[src/rtl/debug_pkg.sv]
// Shared constants for the debug responder: command opcodes, register map and FSM states.
// Latency: none (declarations only).
// Backpressure: none (declarations only).
package debug_pkg;

    // Command opcodes, held in CMD[3:0]
    localparam logic [3:0] OP_HALT      = 4'd0;
    localparam logic [3:0] OP_RUN       = 4'd1;
    localparam logic [3:0] OP_STEP      = 4'd2;
    localparam logic [3:0] OP_READ_REG  = 4'd3;
    localparam logic [3:0] OP_WRITE_REG = 4'd4;
    localparam logic [3:0] OP_READ_MEM  = 4'd5;
    localparam logic [3:0] OP_WRITE_MEM = 4'd6;

    // Debug register map, selected by dbg_addr
    localparam logic [1:0] ADDR_CMD     = 2'd0;
    localparam logic [1:0] ADDR_ADDRESS = 2'd1;
    localparam logic [1:0] ADDR_DATA    = 2'd2;
    localparam logic [1:0] ADDR_RESULT  = 2'd3;

    typedef enum logic [2:0] {
        ST_IDLE,
        ST_EXEC,
        ST_WAIT_STOP,
        ST_MEM,
        ST_ACK,
        ST_DRAIN
    } state_t;

endpackage

[src/rtl/debug_responder.sv]
// Debug command responder: 4-register debug bank driving CPU run/step, the register-file port and a 32-bit memory master.
// Latency: req->ack 2 cycles (RUN/REG/unknown), 3 for HALT/STEP once stopped, 3 + mem_ack wait for memory commands.
// Backpressure: dbg_req is level-held until dbg_ack; the FSM drains until req drops, and memory waits on mem_ack indefinitely.
//
// Ports:
//   clk, rst                       clock, synchronous active-high reset
//   dbg_addr/din/dout/wr_en        debug register access (CMD, ADDRESS, DATA, RESULT)
//   dbg_req, dbg_ack               command handshake (level request, one-cycle ack)
//   run, stopped, step             CPU run control
//   reg_sel/wr_val/wr_en/rd_val    CPU register-file port
//   mem_addr/wdata/rdata/wr_en/access/ack   memory master
module debug_responder
    import debug_pkg::*;
(
    input  logic        clk,
    input  logic        rst,
    input  logic [1:0]  dbg_addr,
    input  logic [31:0] dbg_din,
    output logic [31:0] dbg_dout,
    input  logic        dbg_wr_en,
    input  logic        dbg_req,
    output logic        dbg_ack,
    output logic        run,
    input  logic        stopped,
    output logic        step,
    output logic [3:0]  reg_sel,
    output logic [31:0] reg_wr_val,
    output logic        reg_wr_en,
    input  logic [31:0] reg_rd_val,
    output logic [31:0] mem_addr,
    output logic [31:0] mem_wdata,
    input  logic [31:0] mem_rdata,
    output logic        mem_wr_en,
    output logic        mem_access,
    input  logic        mem_ack
);

    state_t      state;
    logic [3:0]  cmd_q;
    logic [3:0]  op_q;
    logic [31:0] addr_q;
    logic [31:0] data_q;
    logic [31:0] result_q;

    assign reg_sel    = addr_q[3:0];
    assign reg_wr_val = data_q;
    assign mem_addr   = addr_q;
    assign mem_wdata  = data_q;

    always_comb begin
        dbg_dout = 32'd0;
        case (dbg_addr)
            ADDR_CMD:     dbg_dout = {31'd0, stopped};
            ADDR_ADDRESS: dbg_dout = addr_q;
            ADDR_DATA:    dbg_dout = data_q;
            ADDR_RESULT:  dbg_dout = result_q;
            default:      dbg_dout = 32'd0;
        endcase
    end

    always_ff @(posedge clk) begin
        if (rst) begin
            state      <= ST_IDLE;
            cmd_q      <= 4'd0;
            op_q       <= 4'd0;
            addr_q     <= 32'd0;
            data_q     <= 32'd0;
            result_q   <= 32'd0;
            run        <= 1'b1;
            step       <= 1'b0;
            reg_wr_en  <= 1'b0;
            mem_access <= 1'b0;
            mem_wr_en  <= 1'b0;
            dbg_ack    <= 1'b0;
        end else begin
            // Single-cycle pulses default low every cycle.
            step      <= 1'b0;
            reg_wr_en <= 1'b0;
            dbg_ack   <= 1'b0;

            case (state)
                ST_IDLE: begin
                    if (dbg_wr_en) begin
                        case (dbg_addr)
                            ADDR_CMD:     cmd_q  <= dbg_din[3:0];
                            ADDR_ADDRESS: addr_q <= dbg_din;
                            ADDR_DATA:    data_q <= dbg_din;
                            default:      ; // RESULT is read-only
                        endcase
                    end
                    if (dbg_req) begin
                        op_q  <= cmd_q;
                        state <= ST_EXEC;
                        // Pulses that belong to the EXEC cycle are launched on
                        // entry so they are registered yet line up with EXEC.
                        // run only changes inside EXEC, so its value here is
                        // the value EXEC will see.
                        step      <= (cmd_q == OP_STEP) && !run;
                        reg_wr_en <= (cmd_q == OP_WRITE_REG);
                    end
                end

                ST_EXEC: begin
                    case (op_q)
                        OP_HALT: begin
                            run   <= 1'b0;
                            state <= ST_WAIT_STOP;
                        end
                        OP_RUN: begin
                            run     <= 1'b1;
                            state   <= ST_ACK;
                            dbg_ack <= 1'b1;
                        end
                        OP_STEP: begin
                            if (!run) begin
                                state <= ST_WAIT_STOP;
                            end else begin
                                state   <= ST_ACK;
                                dbg_ack <= 1'b1;
                            end
                        end
                        OP_READ_REG: begin
                            result_q <= reg_rd_val;
                            state    <= ST_ACK;
                            dbg_ack  <= 1'b1;
                        end
                        OP_READ_MEM, OP_WRITE_MEM: begin
                            mem_access <= 1'b1;
                            mem_wr_en  <= (op_q == OP_WRITE_MEM);
                            state      <= ST_MEM;
                        end
                        default: begin
                            // WRITE_REG already pulsed; unknown opcodes do nothing.
                            state   <= ST_ACK;
                            dbg_ack <= 1'b1;
                        end
                    endcase
                end

                ST_WAIT_STOP: begin
                    if (stopped) begin
                        state   <= ST_ACK;
                        dbg_ack <= 1'b1;
                    end
                end

                ST_MEM: begin
                    if (mem_ack) begin
                        if (!mem_wr_en) begin
                            result_q <= mem_rdata;
                        end
                        mem_access <= 1'b0;
                        mem_wr_en  <= 1'b0;
                        state      <= ST_ACK;
                        dbg_ack    <= 1'b1;
                    end
                end

                ST_ACK: begin
                    state <= ST_DRAIN;
                end

                ST_DRAIN: begin
                    // Wait for the initiator to drop the request so a held
                    // level cannot start a second command.
                    if (!dbg_req) begin
                        state <= ST_IDLE;
                    end
                end

                default: begin
                    state <= ST_IDLE;
                end
            endcase
        end
    end

endmodule

[config.mk]
export PLATFORM = sky130hd
export DESIGN_NAME = debug_responder
export DESIGN_NICKNAME = d
export VERILOG_FILES = /design/src/rtl/debug_pkg.sv /design/src/rtl/debug_responder.sv
export SDC_FILE = /design/constraint.sdc
export NUM_CORES = 1
export LEC_CHECK = 0
export ABC_AREA = 1
export CAP_MARGIN = 30
export CORE_MARGIN = 1
export CORE_UTILIZATION = 38
export DETAILED_ROUTE_END_ITERATION = 10
export PLACE_DENSITY = 0.74
export REMOVE_ABC_BUFFERS = 1
export SLEW_MARGIN = 10
export SYNTH_ARGS = -nofsm -noshare
export SYNTH_HDL_FRONTEND = slang
export SYNTH_SLANG_ARGS = --single-unit
[constraint.sdc]
create_clock -name clk -period 1.6 [get_ports clk]
set_input_delay 0.24 -clock clk [delete_from_list [all_inputs] [get_ports clk]]
set_output_delay 0.24 -clock clk [all_outputs]
set_load 0.05 [all_outputs]
==> results.sh, run 1 <==
export IMPL_tightestPinTransition_ps=421
export IMPL_synthTopCellsByArea="dfxtp_1 (42%), nand2_1 (17%), nor2_1 (14%), o21ai_0 (7.0%), buf_4 (5.0%)"
export IMPL_swShare_pct=39.8
export IMPL_seqPwrFrac_pct=27.6
export IMPL_ff2ff_path_depth=8
export IMPL_final_max_slew_viol_count=0
export IMPL_relSlewSlack_pct=71.9
export IMPL_ys_warnings_count=0
export IMPL_seqCellArea_um2=2270
export IMPL_reg2reg_slack_ps=110
export IMPL_area_delta_synth_final_pct=63.6
export IMPL_cp_end_kind="primary output"
export IMPL_multi_input_area_um2=2560
export IMPL_cts_max_level=4
export IMPL_cts_clk_slew_worst_paths_ps=50
export IMPL_fin_util_pct=63.9
export IMPL_drive_gt1_share_pct=22.5
export IMPL_setup_viol=0
export IMPL_root_buffer="clkbuf_16"
export IMPL_internal_power_mw=8.41
export IMPL_initial_core_util_pct=39.0
export IMPL_overflow=0
export IMPL_wl_met2_um=8990
export IMPL_path_class="primary input to primary output"
export IMPL_synth_cell_types=23
export IMPL_cts_buffers_inserted=17
export IMPL_final_cell_mix="nand2_1 (237), nor2_1 (195), buf_4 (124), dfxtp_1 (108), clkdlybuf4s50_1 (101)"
export IMPL_hold_path_class="primary input to register"
export IMPL_drcViolationCount=0
export IMPL_gp_congestion=0.928
export IMPL_synth_area_leader_cell="dfxtp_1"
export IMPL_comb_power_share_pct=43.6
export IMPL_nNetsFinal=1160
export IMPL_dr_total_vias=6145
export IMPL_dieArea_um2=14800
export IMPL_fp_dieW_um=122
export IMPL_rsz0062_at_grt="true"
export IMPL_fin_area_um2=8900
export IMPL_status="complete, no violations"
export IMPL_route_met3_wl_um=1290
export IMPL_wl_per_cell_um=15.1
export IMPL_fmax_mhz=644
export IMPL_ys_ff_latch=113
export IMPL_via_per_inst=4.92
export IMPL_clock_skew_final_ps=8.93
export IMPL_syn_area_um2=5440
export IMPL_first_pass_iters=4
export IMPL_avgSynthCellArea_um2=6.48
export IMPL_arrival_ps=1310
export IMPL_coreArea_um2=13900
export IMPL_yosys_area_share_simple_pct=33.4
export IMPL_synthAdderAreaFrac_pct=0
export IMPL_met1_length_um=8240
export IMPL_synth_mux_area_fraction_pct=0
export IMPL_antenna_found_initial=0
export IMPL_grt_use_total_pct=25.2
export IMPL_rr_startpoint="state[0]"
export IMPL_antenna_cells=0
export IMPL_hold_viol=0
export IMPL_place_area_um2=8120
export IMPL_hp_start="dbg_addr[0]"
export IMPL_synth_xor_area_share_pct=0
export IMPL_final_common_cell="nand2_1"
export IMPL_nFillCells=1238
export IMPL_io_pins=242
export IMPL_clkLatencyLatePin_ps=410
export IMPL_rows=43
export IMPL_dr_max_layer_used="met4"
export IMPL_cp_max_fo=10
export IMPL_drt_iter0_markers=381
export IMPL_dp_hpwl_um=12900
export IMPL_min_to="cmd_q[2]"
export IMPL_ant_nets=0
export IMPL_grt_pass1_wl_um=29000
export IMPL_drt_total_wl_um=18800
export IMPL_clock_tree_buffer_depth=2
export IMPL_grt_max_degree=34
export IMPL_ir_drop_uv=926
export IMPL_synth_compound_area_share_pct=12.7
export IMPL_worstPathRequired_ps=1360
export IMPL_leakage_nw=4.18
export IMPL_cts_tree="yes"
export IMPL_synth_top_cell_area_share_pct=41.6
export IMPL_syn_inst=839
export IMPL_synth_top_family_by_area="simple AND/OR/NAND/NOR gates"
export IMPL_ys_seq_area_share_pct=41.6
export IMPL_p_switching_mw=5.55
export IMPL_numPortBuffers=241
export IMPL_post_route_period_util_pct=97.0
export IMPL_fin_crit_ps=1550
export IMPL_p_per_area_nw_per_um2=1570
export IMPL_grt_pass1_vias=5699
export IMPL_start_kind="primary input"
export IMPL_min_path_cells=4
export IMPL_worst_r2r_endpoint="mem_addr[9]"
export IMPL_cts_sinks=113
export IMPL_p_clk_share_pct=28.8
export IMPL_die_height_um=122
export IMPL_cap_violations=0
==> registers in the layout, summed over array words and instances (netlist names) <==
| signal | flops |
|---|---|
| mem_addr | 32 |
| mem_wdata | 32 |
| result_q | 32 |
| cmd_q | 4 |
| op_q | 4 |
| state | 3 |
| dbg_ack | 1 |
| mem_access | 1 |
| mem_wr_en | 1 |
| reg_wr_en | 1 |
| run | 1 |
| step | 1 |
==> what timing repair did <==
item	CTS	global route
buffers inserted	1	1
pin swaps	2	2
hold buffers	0	0
endpoints found under the setup margin	32	84
gates resized for setup	26	22
cloned	1	1
==> power groups by stage <==
stage / Combinational [mW] / Sequential [mW] / Clock (mW)
after floorplan: 2.41 / 4.95 / 0
after global placement: 5.91 / 3.87 / 0
after detailed placement: 5.97 / 3.88 / 0
after CTS: 6.05 / 3.83 / 4.05
after global routing: 6.54 / 3.92 / 4.18
final: 6.08 / 3.85 / 4.03
==> critical path, stage by stage <==
cell and delay, ps:
buf_2 140, inv_2 90, nand2_4 80, inv_8 110, buf_12 150, nand2_1 70
o211ai_1 110, bufbuf_16 310
==> layout make-up <==
| class | instances | area share, % |
|---|---|---|
| repair buffers | 278 | 33.6 |
| multi-input cells | 590 | 28.8 |
| flip-flops and latches | 113 | 25.5 |
| clock buffers | 21 | 5.28 |
| well taps | 180 | 2.53 |
| inverters | 56 | 2.49 |
| clock inverters | 10 | 1.77 |
==> cells in the mapped netlist, drive strengths merged <==
| master | count |
|---|---|
| a21oi | 11 |
| nor2 | 200 |
| nor3 | 4 |
| o211ai | 31 |
| nand2 | 244 |
| a31oi | 2 |
| o21ai | 76 |
| o22ai | 2 |
| dfxtp | 113 |
| nand4 | 5 |
| clkinv | 1 |
| clkbuf | 27 |
| nor4 | 1 |
| nand3 | 14 |
| buf | 53 |
| inv | 55 |
==> cell families after synthesis <==
kind of cell | Yosys count
DFF | 113
AOI/OAI and AO/OA | 122
buffers and inverters | 136
and+or+nand+nor | 468
==> per-layer routing <==
metal | global-route usage [%] | vias to the layer above
met1 | 31.6 | 2838
met4 | 9.10 | 0
met2 | 42.4 | 246
met3 | 5.48 | 27
li1 | - | 3034
met5 | 0 | -
==> worst max path at each step <==
stage	from	endpoint	slack, ps	cells past startpoint
5_1_grt	state[0]	mem_addr[9]	-20	8
3_5_place_dp	dbg_addr[1]	dbg_dout[30]	-330	7
3_3_place_gp	dbg_addr[1]	dbg_dout[30]	-320	7
6_report	dbg_addr[0]	dbg_dout[10]	50	8
2_1_floorplan	state[0]	mem_wdata[0]	-1410	6
4_1_cts	dbg_addr[1]	dbg_dout[30]	4	8
==> stage by stage <==
stage	setup slack [ps]	cells	power, mW	hold slack (ps)	setup TNS (ps)
3_3_place_gp	-322	1213	9.78	412	-18930
2_1_floorplan	-1410	759	7.36	309	-120350
6_report	47.7	1248	14.0	387	0
4_1_cts	4.05	1246	13.9	351	0
5_1_grt	-23.6	1248	14.6	441	-43.1
3_5_place_dp	-327	1213	9.85	413	-18370
(Power assumes the default switching activity.)
==> inputs of run 2 (changes only) <==
ABC_AREA = default   (was 1)
CORE_UTILIZATION = 39   (was 38)
GPL_TIMING_DRIVEN = 0   (was default)
TNS_END_PERCENT = 5   (was default)
==> run 2 against run 1 <==
- the flow now finishes with violations (negative setup slack)
- die area is 4.4% higher
- largest cell class is now multi-input gates
- synthesized cell count is 18% lower
- clock power grew 6.0%
- clock-buffer cell count grew 1
- synthesized area grew 7.2%
- sequential power decreased by 21%
==> results.sh, run 2 <==
export IMPL_status="complete, but fails checks"
export IMPL_violations="negative setup slack"
export IMPL_rr_startpoint="state[1]"
export IMPL_final_max_slew_viol_count=0
export IMPL_fmax_mhz=581
export IMPL_start_kind="register"
export IMPL_p_total_mw=9.20
export IMPL_antenna_found_initial=0
export IMPL_drcViolationCount=0
export IMPL_min_path_cells=2
export IMPL_post_route_period_util_pct=108
export IMPL_hold_path_class="primary input to register"
export IMPL_leakage_nw=4.01
export IMPL_ys_dominant_reg_cell="dfxtp_1"
export IMPL_cts_tree="yes"
export IMPL_critical_path_max_stage_delay_ps=370
export IMPL_synth_area_leader_cell="dfxtp_1"
export IMPL_synth_edf_count=0
export IMPL_dr_total_vias=5648
export IMPL_final_cell_mix="nand2_1 (194), a21oi_1 (100), clkdlybuf4s50_1 (100), dfxtp_1 (94), dlygate4sd2_1 (61)"
export IMPL_dp_hpwl_um=11500
export IMPL_cap_violations=0
export IMPL_ys_seq_area_share_pct=38.8
export IMPL_relSlewSlack_pct=64.9
export IMPL_ant_nets=0
export IMPL_setup_viol=78
export IMPL_synth_cell_types=40
export IMPL_io_pins=242
export IMPL_via_per_inst=5.17
export IMPL_root_buffer="clkbuf_16"
export IMPL_finalNonFillerCells=1093
export IMPL_grt_pass1_wl_um=29500
export IMPL_arrival_ps=2010
export IMPL_ys_warnings_count=0
export IMPL_worst_r2r_endpoint="result_q[24]"
export IMPL_cp_end_kind="register"
export IMPL_cpMaxStageDelayCell="dfxtp_4"
export IMPL_dieArea_um2=15400
export IMPL_first_pass_iters=4
export IMPL_numPortBuffers=241
export IMPL_pre_cts_ws_ps=-1200
export IMPL_initial_core_util_pct=40.1
export IMPL_p_per_area_nw_per_um2=1020
export IMPL_fin_crit_ps=1720
export IMPL_gp_congestion=0.791
export IMPL_clkLatencyLatePin_ps=410
export IMPL_cts_sinks=113
export IMPL_rsz0062_at_grt="true"
export IMPL_nFillCells=1318
export IMPL_coreArea_um2=14500
export IMPL_drt_iter0_markers=303
export IMPL_nNetsFinal=1000
export IMPL_rows=44
export IMPL_hp_start="rst"
export IMPL_multi_input_area_um2=3170
export IMPL_syn_inst=691
export IMPL_cts_buffers_inserted=17
export IMPL_grt_use_total_pct=24.7
export IMPL_drt_total_wl_um=19800
export IMPL_synthTopCellsByArea="dfxtp_1 (39%), nand2_1 (13%), a21oi_1 (8.7%), mux2_4 (7.7%), mux2_2 (6.6%)"
export IMPL_fin_ws_ps=-123
export IMPL_antenna_cells=0
export IMPL_ys_ff_latch=113
export IMPL_whs_ps=251
export IMPL_overflow=0
export IMPL_worstPathRequired_ps=1890
export IMPL_reg2reg_slack_ps=-120
export IMPL_path_class="register to register"
export IMPL_cp_max_fo=8
export IMPL_ir_drop_uv=722
export IMPL_clock_tree_buffer_depth=2
export IMPL_final_common_cell="nand2_1"
export IMPL_synth_common_cells="nand2_1 (199), dfxtp_1 (113), a21oi_1 (101)"
export IMPL_tightestPinTransition_ps=528
export IMPL_die_height_um=124
export IMPL_cts_max_level=4
export IMPL_clock_skew_final_ps=6.46
export IMPL_avgSynthCellArea_um2=8.44
export IMPL_synthArstFlopShare_pct=0
export IMPL_synth_top_cell_area_share_pct=38.8
export IMPL_fp_dieW_um=124
export IMPL_post_synth_top_count_cell="nand2_1"
export IMPL_grt_max_degree=83
export IMPL_wl_per_cell_um=18.1
export IMPL_cts_clk_slew_worst_paths_ps=50
export IMPL_ff2ff_path_depth=5
export IMPL_placedCellCount=1031
export IMPL_fin_tns_setup_ps=-4350
export IMPL_area_delta_synth_final_pct=54.4
export IMPL_min_to="mem_addr[0]"
export IMPL_hold_viol=0
export IMPL_crit_path_cell_trace="nor4b_4, nand4b_1, buf_6, a22o_4, mux2_4"
export IMPL_grt_pass1_vias=5433
export IMPL_seqCellArea_um2=2290
export IMPL_drive_gt1_share_pct=24.3
export IMPL_syn_area_um2=5830
run 2: cell types whose count changed after synthesis, sizes merged, moves of 45 or more:
cell / delta
inv: -53
a21oi: +90
nor2: -191
o21ai: -76
mux2: +64
nand2: -45
run 2: worst max-delay path: cells and delay by family, from the launching register on:
kind                   cells  cell delay [ps]
AND/OR/NAND/NOR            2              440
flip-flops                 1              370
multiplexers               1              320
AO/OA/AOI/OAI              1              300
buffers and inverters      1              170
run 2: cells by family (layout without fill, tap and decap cells):
kind of cell           Yosys count  after routing  share of synthesized area, %
flip-flops                     113            113                          38.8
multiplexers                    73             73                          16.1
XOR/XNOR                         1              1                         0.150
AO/OA/AOI/OAI                  144            147                          15.2
buffers and inverters           95            307                          9.36
AND/OR/NAND/NOR                265            268                          20.5
run 2: layer usage:
metal / vias to the layer above / GRT usage [%] / share of wire, %
li1: 2731 / - / -
met1: 2681 / 28.3 / 43
met2: 209 / 43.1 / 49
met3: 27 / 6.74 / 6.1
met4: 0 / 10.2 / 2.0
met5: - / 0 / 0
run 2: worst max-delay path by stage:
stage | from | slack, ps | end
floorplan | dbg_addr[0] | -1030 | mem_addr[0]
global placement | dbg_addr[0] | -5610 | mem_addr[8]
detailed placement | dbg_addr[0] | -1200 | dbg_dout[18]
CTS | mem_wdata[5] | -230 | dbg_dout[5]
global route | state[1] | -170 | result_q[4]
finish | state[1] | -120 | result_q[24]
run 2: report_power, final:
group / internal [mW] / switching [mW] / total [mW] / leakage, nW
clock network: 2.96 / 1.31 / 4.27 / 0.332
registers: 2.93 / 0.112 / 3.04 / 0.924
logic: 0.772 / 1.11 / 1.88 / 2.75
total: 6.66 / 2.53 / 9.20 / 4.01
run 2: what timing repair did:
item | CTS | global route
hold buffers | 0 | 0
endpoints found under the setup margin | 243 | 193
gates resized for setup | 281 | 137
cloned | 4 | 3
setup buffers | 13 | 10
pin swaps | 36 | 9
run 2: area by class of cell:
cell class / count / area share, %
clock buffer: 22 / 5.49
clock inverter: 10 / 1.97
inverter: 2 / 0.0834
multi-input combinational: 489 / 35.3
sequential: 113 / 25.5
tap: 184 / 2.56
timing repair buffer: 273 / 29.2
run 2: through the flow:
| stage | area [um2] | util (%) |
|---|---|---|
| detailed placement | 8110 | 55.8 |
| global route | 9000 | 61.9 |
| CTS | 8940 | 61.5 |
| finish | 9000 | 61.9 |
| global placement | 7940 | 54.6 |
| floorplan | 5290 | - |
==> inputs of run 3 (changes only) <==
GPL_TIMING_DRIVEN = 1   (was 0)
==> run 3 against run 2 <==
- the flow still finishes with violations (negative setup slack)
- final cell count grew 0.64%
- design area grew 2.3%
- core utilization rose by 1.4 points
- clock power fell by 14%
- die area is the same
- sequential power hardly changed
==> results.sh, run 3 (synthesis results as in run 2) <==
export IMPL_status="complete, but fails checks"
export IMPL_violations="negative setup slack"
export IMPL_grt_use_total_pct=23.1
export IMPL_ant_nets=0
export IMPL_dp_hpwl_um=12500
export IMPL_area_delta_synth_final_pct=58.0
export IMPL_fin_util_pct=63.4
export IMPL_numPortBuffers=241
export IMPL_drt_iter0_markers=319
export IMPL_wl_per_cell_um=16.3
export IMPL_grt_pass1_wl_um=28100
export IMPL_relSlewSlack_pct=74.1
export IMPL_rsz0062_at_grt="true"
export IMPL_hold_viol=0
export IMPL_cap_violations=0
export IMPL_arrival_ps=1980
export IMPL_ir_drop_uv=631
export IMPL_grt_util_met3_pct=5.24
export IMPL_cp_max_fo=10
export IMPL_busiest_layer="met2"
export IMPL_final_max_slew_viol_count=0
export IMPL_final_common_cell="nand2_1"
export IMPL_dieArea_um2=15400
export IMPL_min_path_cells=2
export IMPL_first_pass_iters=5
export IMPL_fin_ws_ps=-88.9
export IMPL_fin_crit_ps=1690
export IMPL_coreArea_um2=14500
export IMPL_hold_path_class="primary input to register"
export IMPL_nNetsFinal=1007
export IMPL_overflow=0
export IMPL_rows=44
export IMPL_setup_viol=57
export IMPL_worstPathRequired_ps=1890
export IMPL_fp_dieW_um=124
export IMPL_met2_usage_pct=39.1
export IMPL_cts_tree="yes"
export IMPL_clkLatencyLatePin_ps=410
export IMPL_clock_skew_final_ps=7.23
export IMPL_dr_total_vias=5565
export IMPL_grt_max_degree=56
export IMPL_p_per_area_nw_per_um2=939
export IMPL_drcViolationCount=0
export IMPL_cts_buffers_inserted=17
export IMPL_path_class="register to register"
export IMPL_post_route_period_util_pct=106
export IMPL_root_buffer="clkbuf_16"
export IMPL_ff2ff_path_depth=5
export IMPL_via_per_inst=5.06
export IMPL_io_pins=242
export IMPL_drt_total_wl_um=18000
export IMPL_met1_usage_pct=27.8
export IMPL_grt_pass1_vias=5248
export IMPL_antenna_found_initial=1
export IMPL_gp_congestion=0.807
export IMPL_start_kind="register"
export IMPL_fin_tns_setup_ps=-2610
export IMPL_hold_buffers=0
export IMPL_cts_sinks=113
export IMPL_cts_max_level=4
export IMPL_final_cell_mix="nand2_1 (199), buf_4 (136), clkdlybuf4s50_1 (100), a21oi_1 (90), dfxtp_1 (78)"
export IMPL_die_height_um=124
export IMPL_clock_tree_buffer_depth=2
export IMPL_cts_clk_slew_worst_paths_ps=50
export IMPL_initial_core_util_pct=40.1
export IMPL_cp_end_kind="register"
export IMPL_fmax_mhz=592
export IMPL_drive_gt1_share_pct=36.8
export IMPL_leakage_nw=3.95
export IMPL_tightestPinTransition_ps=378
run 3: what timing repair did:
| item | in CTS | in global routing |
|---|---|---|
| cloned | 0 | 0 |
| setup buffers | 5 | 2 |
| endpoints found under the setup margin | 89 | 113 |
| pin swaps | 6 | 5 |
| gates resized for setup | 45 | 13 |
run 3: worst max-delay path: stages (launching register included):
cell	delay (ps)
dfxtp_2	340
nor4b_4	310
nand4b_1	150
a22o_4	290
buf_12	160
mux2_4	300
run 3: per-stage QoR:
stage / cell area [um2] / hold WS [ps] / setup slack, ps / total power [mW] / instances
5_1_grt: 9210 / 97.8 / -116 / 8.98 / 1100
4_1_cts: 9140 / 88.3 / -53.9 / 8.69 / 1097
3_3_place_gp: 8430 / 446 / -171 / 4.94 / 1061
2_1_floorplan: 5290 / 309 / -1030 / 4.01 / 598
6_report: 9210 / 106 / -88.9 / 8.65 / 1100
3_5_place_dp: 8430 / 447 / -224 / 4.95 / 1061
run 3: layer usage:
metal,vias to the layer above,wire length (um),share of wire [%]
met5,-,0,0
met4,0,414,2.3
li1,2721,-,-
met1,2608,7570,42
met2,208,8930,50
met3,28,1050,5.8
run 3: path summary, 6_finish.rpt:
path                            slack (ps)        from      endpoint
worst max-delay path                   -90    state[2]  result_q[10]
worst min-delay path                   110         rst       op_q[1]
worst max register to register         -90    state[2]  result_q[10]
worst min register to register         450  mem_access    mem_access
run 3: area by class of cell:
| cell class | count | area [um2] |
|---|---|---|
| Fill cell | 1244 | 5320 |
| Multi-Input combinational cell | 483 | 3110 |
| Timing Repair Buffer | 286 | 2970 |
| Sequential cell | 113 | 2310 |
| Clock buffer | 27 | 543 |
| Tap cell | 184 | 230 |
| Clock inverter | 4 | 45.0 |
| Inverter | 2 | 7.51 |
| Antenna cell | 1 | 2.50 |
run 3: where the power goes:
group / total, mW / internal (mW) / switching, mW
clock: 3.69 / 2.45 / 1.24
sequential: 3.04 / 2.93 / 0.104
combinational: 1.92 / 0.838 / 1.08
total: 8.65 / 6.22 / 2.43
